===== config.mk =====
export PLATFORM = sky130hd
export DESIGN_NAME = oci_dct_trace_capture
export DESIGN_NICKNAME = d
export VERILOG_FILES = /design/src/rtl/oci_dct_trace_capture.sv
export SDC_FILE = /design/constraint.sdc
export NUM_CORES = 1
export LEC_CHECK = 0
export ABC_AREA = 1
export CAP_MARGIN = 30
export CORE_ASPECT_RATIO = 0.5
export CORE_UTILIZATION = 55
export DETAILED_ROUTE_END_ITERATION = 16
export PLACE_DENSITY = 0.84
export REMOVE_ABC_BUFFERS = 1
export SLEW_MARGIN = 25
export SYNTH_ARGS = -nofsm -noshare
export SYNTH_HDL_FRONTEND = slang
export SYNTH_SLANG_ARGS = --single-unit

===== constraint.sdc =====
create_clock -name clk -period 11.8 [get_ports clk]
set_input_delay 2.36 -clock clk [delete_from_list [all_inputs] [get_ports clk]]
set_output_delay 2.36 -clock clk [all_outputs]
set_load 0.02 [all_outputs]

===== src/rtl/oci_dct_trace_capture.sv =====
// oci_dct_trace_capture: per-core OCI DCT trace FIFO with test-end sequencing.
// Optional capture timestamps are enabled by defining OCI_TRACE_TIMESTAMP_EN.
module oci_dct_trace_capture #(
    parameter  int DCT_WIDTH   = 30,
    parameter  int COUNT_WIDTH = 4,
    parameter  int DEPTH       = 16,
    parameter  int TS_WIDTH    = 16,
    parameter  int DROP_WIDTH  = 8,
    localparam int PTR_W       = $clog2(DEPTH),
`ifdef OCI_TRACE_TIMESTAMP_EN
    localparam int TS_EN       = 1,
`else
    localparam int TS_EN       = 0,
`endif
    localparam int ENTRY_W     = COUNT_WIDTH + DCT_WIDTH + TS_EN * TS_WIDTH
) (
    input  logic                   clk,
    input  logic                   reset,
    input  logic [DCT_WIDTH-1:0]   dct_buffer,
    input  logic [COUNT_WIDTH-1:0] dct_count,
    input  logic                   test_ending,
    input  logic                   test_has_ended,
    output logic                   rd_valid,
    input  logic                   rd_ready,
    output logic [ENTRY_W-1:0]     rd_data,
    output logic [PTR_W:0]         level,
    output logic                   overflow,
    output logic [DROP_WIDTH-1:0]  drop_count,
    output logic                   done,
    output logic [1:0]             state
);

    typedef enum logic [1:0] {
        CAPTURE = 2'b00,
        DRAIN   = 2'b01,
        DONE    = 2'b10
    } state_t;

    localparam logic [PTR_W:0] FULL_LVL = (PTR_W+1)'(DEPTH);
    localparam logic [PTR_W:0] ONE_LVL  = (PTR_W+1)'(1);

    state_t                 state_q;
    state_t                 state_d;
    logic [ENTRY_W-1:0]     mem [DEPTH];
    logic [PTR_W-1:0]       wr_ptr;
    logic [PTR_W-1:0]       rd_ptr;
    logic [PTR_W:0]         level_q;
    logic [COUNT_WIDTH-1:0] prev_count;
    logic                   overflow_q;
    logic [DROP_WIDTH-1:0]  drop_q;
    logic                   capture_en;
    logic                   is_done;
    logic                   abort;
    logic                   cap_event;
    logic                   pop;
    logic                   full;
    logic                   wr_en;
    logic                   drop;
    logic [ENTRY_W-1:0]     wr_entry;

    // Abort overrides everything, including a capture in the same cycle.
    assign abort     = test_has_ended;
    assign cap_event = capture_en && !abort
                    && (dct_count != '0)
                    && (dct_count != prev_count);
    assign rd_valid  = (level_q != '0) && !is_done;
    assign pop       = rd_valid && rd_ready;
    assign full      = (level_q == FULL_LVL);
    assign wr_en     = cap_event && (!full || pop);
    assign drop      = cap_event && full && !pop;

`ifdef OCI_TRACE_TIMESTAMP_EN
    logic [TS_WIDTH-1:0] ts_q;

    always_ff @(posedge clk or posedge reset) begin
        if (reset) ts_q <= '0;
        else       ts_q <= ts_q + TS_WIDTH'(1);
    end

    assign wr_entry = {ts_q, dct_count, dct_buffer};
`else
    assign wr_entry = {dct_count, dct_buffer};
`endif

    always_ff @(posedge clk) begin
        if (wr_en) mem[wr_ptr] <= wr_entry;
    end

    always_ff @(posedge clk or posedge reset) begin
        if (reset) begin
            wr_ptr  <= '0;
            rd_ptr  <= '0;
            level_q <= '0;
        end else if (abort) begin
            wr_ptr  <= '0;
            rd_ptr  <= '0;
            level_q <= '0;
        end else begin
            if (wr_en) wr_ptr <= wr_ptr + PTR_W'(1);
            if (pop)   rd_ptr <= rd_ptr + PTR_W'(1);
            unique case ({wr_en, pop})
                2'b10:   level_q <= level_q + ONE_LVL;
                2'b01:   level_q <= level_q - ONE_LVL;
                default: level_q <= level_q;
            endcase
        end
    end

    always_ff @(posedge clk or posedge reset) begin
        if (reset) begin
            prev_count <= '0;
            overflow_q <= 1'b0;
            drop_q     <= '0;
        end else begin
            prev_count <= dct_count;
            if (drop) begin
                overflow_q <= 1'b1;
                if (drop_q != '1) drop_q <= drop_q + DROP_WIDTH'(1);
            end
        end
    end

    always_ff @(posedge clk or posedge reset) begin
        if (reset) state_q <= CAPTURE;
        else       state_q <= state_d;
    end

    always_comb begin
        state_d = state_q;
        unique case (state_q)
            CAPTURE: if (test_ending) state_d = DRAIN;
            DRAIN: begin
                if (level_q == '0 || (level_q == ONE_LVL && pop))
                    state_d = DONE;
            end
            DONE:    state_d = DONE;
            default: state_d = DONE;
        endcase
        if (abort) state_d = DONE;
    end

    always_comb begin
        capture_en = (state_q == CAPTURE);
        is_done    = (state_q == DONE);
    end

    assign rd_data    = rd_valid ? mem[rd_ptr] : '0;
    assign level      = level_q;
    assign overflow   = overflow_q;
    assign drop_count = drop_q;
    assign done       = is_done;
    assign state      = state_q;

endmodule

Word level (Yosys, flattened, before mapping)
Memories as Yosys holds them, arrays and structs flattened. Index checks and enable logic that the tools add are counted.

Bits in registers: 28. RAM bits: 544. Input port bits: 39. Output and inout bits: 52. Logic and storage cells: 60. Memories kept: 1.

Memories: mem (depth 16, bits a word 34, read ports 1, clocked after Yosys merged registers in 0, wr ports 1, line 44) `logic [ENTRY_W-1:0] mem [DEPTH];`.

Add/sub/neg operators: 5. Equal/unequal tests: 10. Mux-type cells: 13. Reductions and logical operators: 24.

Operator list (count): 2-to-1 mux 34 bit (1); 2-to-1 mux 4 bit (4); one-hot mux 5 bit (2 select lines) (1); logical AND 1 bit (9); adder 4 x 1 -> 4 bit (second input constant) (2); adder 8 x 1 -> 8 bit (second input constant) (1); != test 8 bit (second input constant) (1); 2-to-1 mux 2 bit (3); != test 3 bit (second input constant) (2); adder 5 x 1 -> 5 bit (second input constant) (1); equality test 5 x 1 -> 1 bit (second input constant) (1); equality test 5 bit (second input constant) (1); zero test 5 bit (1); 2-to-1 mux 5 bit (1); nonzero test 5 bit (1); subtractor 5 x 1 -> 5 bit (second input constant) (1); equality test 2 x 1 -> 1 bit (second input constant) (2); equality test 2 bit (second input constant) (2); zero test 1 bit (4); != test 4 bit (1); one-hot mux 2 bit (2 select lines) (1); AND reduction 2 bit (2); nonzero test 2 bit (2); nonzero test 4 bit (1); other kinds (4) (6).

Depth between registers and ports, before layout
Depth after elaboration: 9. Mapped depth: 12. Gate-level depth less buffers: 11.

Worst setup path before layout
No wires, ideal clock.

Kind: input to register. Start point: in test_has_ended. End point: mem mem[7][0] (netlist name), enable pin. Setup time: 0.468 ns. Data arrival time: 5.496 ns. Required time: 11.332 ns. Path slack: 5.836 ns. Stages on the path: 7. Path buffers: 0. Path through: inv_2 nand3_2 a21oi_2 nand2_4 nor2_4 inv_1 nor3_1.

Longest elaborated chain between the ends: 7.

Ends and longest elaborated chain: start: declaration (line 22) `input logic test_has_ended,`; zero test 1 bit (line 63) `assign cap_event = capture_en && !abort`; logical AND 1 bit (line 63); logical AND 1 bit (line 64) `&& (dct_count != '0)`; logical AND 1 bit (line 65) `&& (dct_count != prev_count);`; logical AND 1 bit (line 69) `assign wr_en = cap_event && (!full || pop);`; 2-to-1 mux 1 bit (line 86) `if (wr_en) mem[wr_ptr] <= wr_entry;`; 2-to-1 mux 1 bit (implied by the code) (line 86); end: declaration (line 44).

No other way between the ends.

Final worst setup path
Start point: reg rd_ptr[0]. End point: out rd_data[14].

Longest elaborated chain between the ends: 2.

Ends and longest elaborated chain: start: declaration (line 46) `logic [PTR_W-1:0] rd_ptr;`; start signal: assignment (line 100) `if (pop) rd_ptr <= rd_ptr + PTR_W'(1);`; memory read (16 x 34 bit); 2-to-1 mux 34 bit (line 147) `assign rd_data = rd_valid ? mem[rd_ptr] : '0;`; end: declaration (line 25) `output logic [ENTRY_W-1:0] rd_data,`.

No other way between the ends.

==> metrics.csv <==
stage,metric,value,unit
power_and_ir_drop,switching_power,765.1,µW
sta,tns,0,ns
synthesis,ys_top_cells_by_area,"edfxtp_1 70%, o21ai_0 5.4%, nor2_1 4.6%",
sta,relSlewSlack,20.84,%
critical_path,cp-end-kind,primary output,
synthesis,syn_area_per_cell,12.49,µm²
synthesis,synthCells,1871,
floorplan,num_io_pins,91,
global_routing,grt_use_total,25.45,%
hold_path,hold_path_class,flip-flop to flip-flop,
critical_path,worst_setup_path_start_kind,flip-flop,
synthesis,synth_top_area_share,69.93,%
hold_path,hold_start,overflow,
layout,drive_gt1_share,7.103,%
route,route.final.wire_length,55290,µm
floorplan,rows,52,
route,first_pass_iters,5,
critical_path,crit_end,rd_data[14],
power_and_ir_drop,p_per_area,148.3,nW/µm²
synthesis,synth_top_area_cell,edfxtp_1,
global_routing,grt_pass1_vias,15030,
sta,hold_viol,0,
synthesis,ys_ff_latch,572,
critical_path,crit_start,rd_ptr[0],
critical_path,r2r_cells,10,
cts,postCtsHoldBufs,0,
synthesis,synth-edff-count,544,
floorplan,dieArea,43350,µm²
cts,cts_made_buffers,49,
power_and_ir_drop,p_sw_share,19.66,%
route,via_per_inst,6.067,
power_and_ir_drop,p_int,3.126,mW
cts,path_clk_slew,0.06,ns
sta,fin_ws,4.826,ns
synthesis,yosys_warnings,0,
sta,fin_crit,6.974,ns
cts,htreeDepth,2,
layout,syn_to_final_growth,12.31,%
floorplan,die_h,147.7,µm
cts,clk_latency,0.58,ns
place,numPortBuffers,90,
global_routing,grt_overflow,0,
floorplan,core,41120,µm²
power_and_ir_drop,pwr-share-comb,1.9,%
global_routing,grt_pass1_wl,84140,µm
power_and_ir_drop,leakage,8.839,nW
route,wl_per_cell,21.90,µm
place,dp_hpwl,26930,µm
critical_path,worstPathRequired,9.44,ns
cts,cts-root-buf,clkbuf_16,
cts,clockBufferDepth,3,
critical_path,rrSetupSlack,8.21,ns
synthesis,ys.flop_type,edfxtp_1,
floorplan,dieWidth,293.5,µm
critical_path,crit_fanout,93,
critical_path,reg2reg_to,mem[2][18],
layout,seqCellArea,17050,µm²
status,status,"finished, final reports clean",
route,drt_iter0_drc,2212,
sta,clock_skew,0.008759,ns
synthesis,ys_types,37,
sta,period_share,59.10,%
global_routing,grt_start_max_net_pins,246,
synthesis,synthesis.area,23360,µm²
layout,multi_input_area,5455,µm²
floorplan,start_util,56.81,%
route,vias,15320,
sta,hold_ws,0.4923,ns
sta,setup_violations,0,
critical_path,path_class,flip-flop to primary output,
cts,cts_tree,built,
cts,cts.sinks,572,
critical_path,arrival,4.61,ns
power_and_ir_drop,p_seq_share,57.3,%
global_routing,antenna_found_initial,1,
place,pre_cts_ws,5.564,ns
layout,fillers,2774,
place,place.gp.congestion,0.7974,
cts,cts_setup_buffers,0,
sta,rsz0062_at_grt,no,
synthesis,yosysSeqAreaShare,72.93,%
sta,fmax,0.1434,GHz
run,cap_violations,0,
critical_path,rr_startpoint,level[0],
route,drc,0,
cts,post_cts_resized,0,
route,ant_nets,0,
power_and_ir_drop,pwr-share-clk,40.8,%
power_and_ir_drop,peakVddDrop,0.1132,mV
sta,worst_pin_slew,1.187,ns
sta,maxSlewViolCount,0,
layout,nNetsFinal,1972,
synthesis,async_flop_share,4.895,%
[how the worst min path moves through the flow]
stage,to,slack (ns),depth (start not counted)
6_report,overflow,0.49,1
5_1_grt,overflow,0.51,1
4_1_cts,overflow,0.50,1
3_5_place_dp,overflow,0.47,1
3_3_place_gp,overflow,0.47,1
2_1_floorplan,wr_ptr[1],0.51,2
[per-layer routing]
metal	part of all wire (%)	GRT usage (%)	routed length (µm)	vias up
li1	-	-	-	6853
met1	38	34.24	20890	7339
met2	49	41.97	27130	1011
met3	11	4.300	5823	117
met4	2.6	9.844	1445	0
met5	0	0	0	-
[cells in the final DEF (no fill, tap or decap), types with 2 or more instances in the layout]
master,n
edfxtp_1,544
nor2_1,272
o21ai_0,254
nand2_1,188
o21ai_1,91
clkdlybuf4s50_1,90
inv_1,76
a21oi_1,61
nand3_1,58
o211ai_1,50
clkbuf_16,49
o22ai_1,46
buf_4,26
dfrtp_1,24
nor2_4,17
clkinv_1,13
ha_1,10
nand4_1,9
clkbuf_1,9
a21oi_2,7
xnor2_1,7
xor2_1,6
clkinv_2,6
o221ai_1,6
bufinv_16,5
nand3_2,3
inv_2,3
nand2_2,3
inv_6,3
o21a_1,2
nor3_2,2
nand3b_1,2
buf_12,2
dfrtp_4,2
dfrtp_2,2
[cell type report]
type | count | area share (%)
clock inverter | 27 | 1.073
inverter | 83 | 1.211
antenna | 1 | 0.009538
clock buffer | 58 | 4.802
sequential | 572 | 64.97
multi-input combinational | 1098 | 20.79
timing repair buffer | 119 | 4.435
tap | 567 | 2.704
[kinds of logic after synthesis]
logic type / Yosys count / share of synthesized area [%]
xor gates and xnor gates: 13 / 0.4874
adders and majority gates: 10 / 0.5356
AOI/OAI and AO/OA: 517 / 12.09
DFF: 572 / 72.93
buffers and inverters: 201 / 4.210
and+or+nand+nor: 558 / 9.748
[worst max-delay path, cell delays in order (launching register included)]
cell             delay, ns
dfrtp_4               0.77
inv_6                 0.48
buf_16                0.36
buf_4                 0.77
nor2_1                0.08
nor2_1                0.10
o21ai_0               0.10
o211ai_1              0.16
o21ai_0               0.13
a21oi_1               0.27
clkdlybuf4s50_1       0.66
[Yosys cell counts, types with 2 or more instances]
| cell | number |
|---|---|
| clkbuf_2 | 2 |
| nor3_1 | 2 |
| buf_6 | 11 |
| nand2_1 | 188 |
| clkinv_1 | 2 |
| a21oi_2 | 7 |
| buf_2 | 30 |
| xor2_1 | 6 |
| inv_2 | 4 |
| nor2_1 | 286 |
| o211ai_1 | 50 |
| buf_4 | 18 |
| edfxtp_1 | 544 |
| o21a_1 | 2 |
| o21ai_0 | 254 |
| nand4_1 | 9 |
| nor2_4 | 3 |
| a21oi_1 | 61 |
| o21ai_1 | 91 |
| buf_8 | 3 |
| nand2_2 | 3 |
| nand3b_1 | 2 |
| dfrtp_1 | 28 |
| inv_1 | 76 |
| o22ai_1 | 46 |
| nand3_1 | 58 |
| o221ai_1 | 6 |
| buf_1 | 3 |
| ha_1 | 10 |
| nand3_2 | 3 |
| xnor2_1 | 7 |
| clkbuf_1 | 51 |
[flip-flops by register name, indices dropped and copies added, names as in the netlist]
register and count:
state 2, prev_count 4, drop_count 8, rd_ptr 4
overflow 1, wr_ptr 4, level 5, mem 544
[power by group through the flow]
| stage | clock network [mW] | logic (mW) | registers [mW] |
|---|---|---|---|
| global route | 1.67 | 0.0821 | 2.23 |
| global placement | 0 | 0.0720 | 2.27 |
| CTS | 1.59 | 0.0745 | 2.23 |
| detailed placement | 0 | 0.0742 | 2.27 |
| finish | 1.59 | 0.0749 | 2.23 |
| floorplan | 0 | 0.0250 | 2.27 |
[through the flow]
stage | utilization (%) | instances | area, µm² | power, mW
finish | 63.81 | 2525 | 26240 | 3.891
global route | 63.81 | 2525 | 26240 | 3.979
CTS | 63.75 | 2523 | 26210 | 3.892
detailed placement | 60.00 | 2438 | 24670 | 2.346
global placement | 59.93 | 2437 | 24640 | 2.344
floorplan | - | 1753 | 22690 | 2.299
Note: power is estimated with default switching activity, not from simulation.
